$ cat config.mk
export PLATFORM = sky130hd
export DESIGN_NAME = button_bank_debouncer
export DESIGN_NICKNAME = d
export VERILOG_FILES = /design/src/rtl/button_bank_debouncer.sv
export SDC_FILE = /design/constraint.sdc
export NUM_CORES = 1
export LEC_CHECK = 0
export ABC_AREA = 1
export BUFFER_PORTS_ARGS = -buffer_cell sky130_fd_sc_hd__buf_2
export CORE_UTILIZATION = 56
export DETAILED_ROUTE_END_ITERATION = 12
export GPL_ROUTABILITY_DRIVEN = 0
export GPL_TIMING_DRIVEN = 0
export PLACE_DENSITY = 0.77
export SYNTH_ARGS = -nofsm -noshare
export SYNTH_HDL_FRONTEND = slang
export SYNTH_SLANG_ARGS = --single-unit
$ cat constraint.sdc
create_clock -name i_Clk -period 1.1 [get_ports i_Clk]
set_input_delay 0.11 -clock i_Clk [delete_from_list [all_inputs] [get_ports i_Clk]]
set_output_delay 0.11 -clock i_Clk [all_outputs]
set_load 0.03 [all_outputs]
$ cat src/rtl/button_bank_debouncer.sv
// Multi-channel push-button debouncer: two-flop synchronizer, stability counter,
// edge pulses and optional auto-repeat per channel.
module button_bank_debouncer #(
  parameter int CHANNELS     = 4,
  parameter int STABLE_TICKS = 20,
  parameter int PRESS_LEVEL  = 0,
  parameter int REPEAT_EN    = 0,
  parameter int REPEAT_DELAY = 1000,
  parameter int REPEAT_RATE  = 200
) (
  input  logic                i_Clk,
  input  logic                i_Reset,
  input  logic [CHANNELS-1:0] i_Button,
  output logic [CHANNELS-1:0] o_ButtonDeb,
  output logic [CHANNELS-1:0] o_ButtonDown,
  output logic [CHANNELS-1:0] o_ButtonUp,
  output logic [CHANNELS-1:0] o_Repeat
);

  localparam int              CNT_W    = $clog2(STABLE_TICKS + 1);
  localparam logic [CNT_W-1:0] CNT_LAST = CNT_W'(STABLE_TICKS - 1);
  localparam logic            PRESS    = (PRESS_LEVEL != 0);
  localparam logic            IDLE     = ~PRESS;

  genvar gi;
  generate
    for (gi = 0; gi < CHANNELS; gi++) begin : g_ch
      logic             meta_q, sync_q;
      logic             deb_q, deb_d;
      logic             down_q, down_d;
      logic             up_q, up_d;
      logic [CNT_W-1:0] cnt_q, cnt_d;
      logic             accept;

      // A level change is taken only after STABLE_TICKS consecutive differing samples.
      always_comb begin
        deb_d  = deb_q;
        cnt_d  = '0;
        down_d = 1'b0;
        up_d   = 1'b0;
        accept = 1'b0;
        if (sync_q != deb_q) begin
          if (cnt_q == CNT_LAST) begin
            accept = 1'b1;
            deb_d  = sync_q;
            down_d = ~sync_q;
            up_d   = sync_q;
          end else begin
            cnt_d = cnt_q + 1'b1;
          end
        end
      end

      always_ff @(posedge i_Clk or posedge i_Reset) begin
        if (i_Reset) begin
          meta_q <= IDLE;
          sync_q <= IDLE;
          deb_q  <= IDLE;
          cnt_q  <= '0;
          down_q <= 1'b0;
          up_q   <= 1'b0;
        end else begin
          meta_q <= i_Button[gi];
          sync_q <= meta_q;
          deb_q  <= deb_d;
          cnt_q  <= cnt_d;
          down_q <= down_d;
          up_q   <= up_d;
        end
      end

      assign o_ButtonDeb[gi]  = deb_q;
      assign o_ButtonDown[gi] = down_q;
      assign o_ButtonUp[gi]   = up_q;

      if (REPEAT_EN != 0) begin : g_rep
        localparam int REP_MAX = (REPEAT_DELAY > REPEAT_RATE) ? REPEAT_DELAY : REPEAT_RATE;
        localparam int REP_W   = $clog2(REP_MAX + 1);
        localparam logic [REP_W-1:0] DELAY_LAST = REP_W'(REPEAT_DELAY - 1);
        localparam logic [REP_W-1:0] RATE_LAST  = REP_W'(REPEAT_RATE - 1);

        logic [REP_W-1:0] rep_cnt_q, rep_cnt_d;
        logic             rep_phase_q, rep_phase_d;
        logic             rep_q, rep_d;

        // Phase 0 waits out the initial delay, phase 1 runs at the repeat rate;
        // any accepted edge (press or release) restarts from phase 0.
        always_comb begin
          rep_cnt_d   = rep_cnt_q;
          rep_phase_d = rep_phase_q;
          rep_d       = 1'b0;
          if (accept || (deb_q != PRESS)) begin
            rep_cnt_d   = '0;
            rep_phase_d = 1'b0;
          end else if (rep_cnt_q == (rep_phase_q ? RATE_LAST : DELAY_LAST)) begin
            rep_d       = 1'b1;
            rep_cnt_d   = '0;
            rep_phase_d = 1'b1;
          end else begin
            rep_cnt_d = rep_cnt_q + 1'b1;
          end
        end

        always_ff @(posedge i_Clk or posedge i_Reset) begin
          if (i_Reset) begin
            rep_cnt_q   <= '0;
            rep_phase_q <= 1'b0;
            rep_q       <= 1'b0;
          end else begin
            rep_cnt_q   <= rep_cnt_d;
            rep_phase_q <= rep_phase_d;
            rep_q       <= rep_d;
          end
        end

        assign o_Repeat[gi] = rep_q;
      end else begin : g_norep
        assign o_Repeat[gi] = 1'b0;
      end
    end
  endgenerate

endmodule

* Yosys cells after proc, flatten, opt, wreduce, memory -nomap -nowiden *
Cells that the tools add are included.

cells by class
  mux-type cells = 24
  reductions and logical operators = 4
  bitwise logic cells = 4
  magnitude comparators = 0
  multipliers = 0
  equal/unequal tests = 8
  shift-type cells = 0
  divide/modulo/power cells = 0
  $add $sub $neg = 4

operators by type and width
  operator                                     count
  2-to-1 mux 5 bit                             8
  adder 5 x 1 -> 5 bit, second input constant  4
  equality test 5 bit, second input constant   4
  2-to-1 mux 1 bit                             16
  AND reduction 2 bit                          4
  != test 1 bit                                4
  inverter 1 bit                               4

storage, ports and cells
  output and inout bits = 16
  RAM bits = 0
  ROM bits = 0
  bits of input ports = 6
  memories kept = 0
  bits in registers = 40
  word-level logic and storage cells = 68
  latch bits = 0

* Longest topological paths before layout *
  depth in word-level cells = 3
  depth in mapped cells = 6
  gate-level depth less buffers = 6

* Worst setup path after synthesis *
Ideal clock, no wire load.

  kind = register to register
  from = reg g_ch[3].cnt_q[0]
  to = reg g_ch[3].cnt_q[3]
  data arrival time = 0.982 ns
  period minus slack after synthesis = 1.055 ns
  required time = 1.027 ns
  path buffers = 0
  stages on the path, launching flop included = 7
  setup slack = 0.045 ns
  setup time = 0.073 ns
  cell sequence = dfrtp_1 -> ha_1 -> nand2_1 -> inv_1 -> nand2_2 -> nand2_2 -> a21oi_2

on the way
  word-level cells in the longest chain between the ends = 3
  elaborated cells between the ends (all ways) = 4
  those cells by class = add/sub (1); eq/ne (1); mux (2)

ends and longest elaborated chain
  item                                                         line    RTL
  from (decl)                                                  32      logic [CNT_W-1:0] cnt_q, cnt_d;
  from (signal assigned)                                       66      cnt_q <= cnt_d;
  adder 5 x 1 -> 5 bit or equality test 5 bit (tied branches)  49, 43
  2-to-1 mux 5 bit *                                           43      if (cnt_q == CNT_LAST) begin
  2-to-1 mux 5 bit *                                           42      if (sync_q != deb_q) begin
  net g_ch[3].cnt_d[3]                                         32

Mark *: on every way through the listed nets, which the timed path passes. The rest lies on a longest branch.
A chain may end at the register's enable or synchronous reset.

* Worst setup path after layout *
  from = reg g_ch[2].deb_q
  to = out o_ButtonDeb[2]

RTL lines
  item                    line  RTL
  from (decl)             29    logic deb_q, deb_d;
  from (signal assigned)  58    deb_q <= IDLE;
  from (signal assigned)  65    deb_q <= deb_d;
  to (decl)               14    output logic [CHANNELS-1:0] o_ButtonDeb,

No word-level cell between the ends.

==> run_results.csv <==
group,metric,value,unit
global_route,grt_pass1_wl,4.754,mm
finish,syn2layout_area_growth,26.24,%
synthesis,ys_ff_latch,40,
synthesis,yosysWarnings,0,
routing,detail_route.first_pass.iterations,8,
setup_path,start_kind,"flop",
routing,vias_per_cell,5.113,
timing,finClkSkew,8.832,ps
global_route,groute.usage.overall,0.1978,
global_route,overflow,0,
timing,layout_worst_path_cycle_share,1.126,
setup_path,critical_path_class,"flop to output pin",
finish,multi_input_comb_area,621.8,µm²
worst_hold_path,hold_class,"flop to flop",
floorplanning,core_region_area,0.002853,mm²
finish,num-nets-final,218,
synthesis,synth.lib_cells_used.distinct,19,
finish,filler_cells,164,
synthesis,post_synth_inst_count,173,
worst_hold_path,hold_path_end,"g_ch[0].sync_q$_DFF_PP1_",
floorplanning,die_height,57.67,µm
synthesis,mean_instance_size_in_the_synthesized_netlist,10.03,µm²
finish,mostFrequentLayoutCells,"sky130_fd_sc_hd__dfrtp_1, sky130_fd_sc_hd__nand2_1, sky130_fd_sc_hd__nor2_1, sky130_fd_sc_hd__buf_6, sky130_fd_sc_hd__inv_1",
routing,drt-initial-drc-count,44,
timing,timing.fmax,807.3,MHz
finish,stdcell_area,0.002191,mm²
timing,final.setup.tns,-586.3,ps
timing,timing_worst_slew_pin_value,654.1,ps
cts,buffer_levels_on_the_longest_clock_path,2,
cts,tritoncts,"built",
synthesis,ys_seq_area_frac,0.5854,
setup_path,cp_slowest_cell,"sky130_fd_sc_hd__dfstp_2",
routing,wl_per_cell,12.71,µm
timing,min_period,1239,ps
cts,clock_sink_count,40,
timing,final_hold_viol_count,0,
status,run_status,"finished with violations",
timing,report.final.slew_viol_count,0,
routing,drc,2,
timing,relSlewSlack,0.5634,
timing,rsz0062_at_grt,"true",
setup_path,reg2reg_setup_slack,-30,ps
floorplanning,pin_count,22,
cts,clkSlewWorstSetupHoldPaths,110,ps
floorplanning,fp.dieArea,0.003326,mm²
cts,worstSkewPairLatency,340,ps
routing,wirelength,3.051,mm
finish,final_common_cell,"sky130_fd_sc_hd__dfrtp_1",
finish,sequential_cell_area,0.001016,mm²
status,violations,"design-rule violations, negative setup slack",
synthesis,syn_area,0.001735,mm²
run,cap_violations,0,
floorplanning,die_width,57.67,µm
global_route,grt_pass1_vias,1154,
finish,finalCoreUtilization,0.7680,
placed_design,port-buffer-count,17,
placed_design,detailedPlacementHpwl,1.766,mm
cts,cts_made_buffers,5,
timing,finalWorstSetupSlack,-138.8,ps
cts,root_buffer,"sky130_fd_sc_hd__clkbuf_4",
global_route,grt_antenna_before_repair,0,
setup_path,crit_path_max_fanout,2,
setup_path,crit_chain,"buf_6 > buf_6",
floorplanning,floorplan.initialDensity,0.6083,
power_and_ir_drop,pd_cells,1169,mW/mm²
placed_design,postPlaceCellArea,0.001871,mm²
timing,setup_violations,10,
floorplanning,placement_rows,19,
setup_path,crit_path_end_kind,"output pin",
setup_path,ff2ff_path_depth,5,
power_and_ir_drop,leakage,1.018,nW
cts,htree_levels,2,
setup_path,critical_path.most_common_cell,"sky130_fd_sc_hd__buf_6",
worst_hold_path,hold_depth,0,
worst_hold_path,timing.hold.worst.start,"g_ch[0].meta_q$_DFF_PP1_",
timing,hold_ws,361.9,ps
setup_path,cp_data_arrival_time,1130,ps
routing,dr_total_vias,1227,
setup_path,r2r-start,"g_ch[3].cnt_q[0]$_DFF_PP0_",
routing,drt.antenna.violating_nets,0,
placed_design,numPlacedInstances,224,
finish,instances_no_fill,240,
setup_path,worst_r2r_endpoint,"g_ch[3].cnt_q[4]$_DFF_PP0_",
power_and_ir_drop,vdd.ir_drop.worst,0.8071,mV
setup_path,critPathRequiredTime,990,ps
global_route,grt_start_max_net_pins,41,
finish,share_of_final_layout_standard_cells_stronger_than_drive_strength_1,0.3780,
setup_path,timing.critical_path.slowest_cell_delay,580,ps
finish,antennaDiodeCount,0,
-- cells by family after synthesis --
kind of cell | synth area share
simple gates | 0.1932
flops | 0.5854
buf+inv | 0.1103
xor+xnor | 0.05047
compound gates | 0.02956
fa+ha+maj | 0.02884
other cells | 0.002161
-- worst max-delay path, delay by kind of cell, from the launching register on --
kind / cells / cell delay, ps
buffers and inverters: 2 / 210
DFF: 1 / 580
-- how the worst max path moves through the flow --
| stage | from | end | slack (ps) |
|---|---|---|---|
| 2_1_floorplan | g_ch[3].cnt_q[0]$_DFF_PP0_ | g_ch[3].cnt_q[3]$_DFF_PP0_ | 40 |
| 3_3_place_gp | i_Reset | g_ch[0].down_q$_DFF_PP0_ | -350 |
| 3_5_place_dp | g_ch[3].cnt_q[0]$_DFF_PP0_ | g_ch[3].cnt_q[3]$_DFF_PP0_ | -60 |
| 4_1_cts | g_ch[2].deb_q$_DFFE_PP1P_ | o_ButtonDeb[2] | -130 |
| 5_1_grt | g_ch[2].deb_q$_DFFE_PP1P_ | o_ButtonDeb[2] | -190 |
| 6_report | g_ch[2].deb_q$_DFFE_PP1P_ | o_ButtonDeb[2] | -140 |
-- synthesized netlist by cell type --
cell type	n	area [µm²]
sky130_fd_sc_hd__a21oi_1	3	15.01
sky130_fd_sc_hd__a21oi_2	1	8.760
sky130_fd_sc_hd__buf_4	16	120.1
sky130_fd_sc_hd__conb_1	1	3.750
sky130_fd_sc_hd__dfrtp_1	28	700.7
sky130_fd_sc_hd__dfstp_2	12	315.3
sky130_fd_sc_hd__ha_1	4	50.05
sky130_fd_sc_hd__inv_1	19	71.32
sky130_fd_sc_hd__nand2_1	25	93.84
sky130_fd_sc_hd__nand2_2	2	12.51
sky130_fd_sc_hd__nand3_1	8	40.04
sky130_fd_sc_hd__nand3_2	3	30.03
sky130_fd_sc_hd__nand4_1	8	50.05
sky130_fd_sc_hd__nor2_1	25	93.84
sky130_fd_sc_hd__nor3_1	3	15.01
sky130_fd_sc_hd__o21ai_0	4	20.02
sky130_fd_sc_hd__o21bai_1	1	7.510
sky130_fd_sc_hd__xnor2_1	7	61.31
sky130_fd_sc_hd__xor2_1	3	26.28
-- metrics by stage --
step,worst slack [ps],total power [mW]
6_report,-138.8,2.562
3_5_place_dp,-59.57,1.785
2_1_floorplan,44.51,1.739
3_3_place_gp,-349.9,1.769
4_1_cts,-129.1,2.557
5_1_grt,-186.0,2.683
-- power by group --
part           switching [mW]  leakage (nW)  internal [mW]
registers              0.0535         0.506           1.53
clock network           0.429        0.0326          0.316
logic                   0.131         0.479          0.100
total                   0.613          1.02           1.95
-- cell type report --
type	count	share of cell area
Inverter	19	0.03312
Tap cell	31	0.01770
Sequential cell	40	0.4637
Multi-Input combinational cell	101	0.2838
Clock buffer	8	0.02684
Timing Repair Buffer	33	0.1405
Buffer	8	0.03427
-- registers in the layout, indices dropped and copies added (netlist names) --
name and flops:
g_ch.deb_q 4, g_ch.up_q 4, g_ch.down_q 4, g_ch.cnt_q 20
g_ch.sync_q 4, g_ch.meta_q 4
-- metal layers --
metal,track usage,wire (µm)
met5,0,0
met4,0.08844,89
met3,0.07366,116
met2,0.3522,1650
met1,0.2088,1196
-- timing repair --
item,in CTS,in global routing
setup endpoints to repair,22,60
hold endpoints to repair,32,0
hold buffers,5,0
pin swaps,4,12
buffers inserted,9,5
resized for setup,33,25
(Power assumes the default switching activity.)
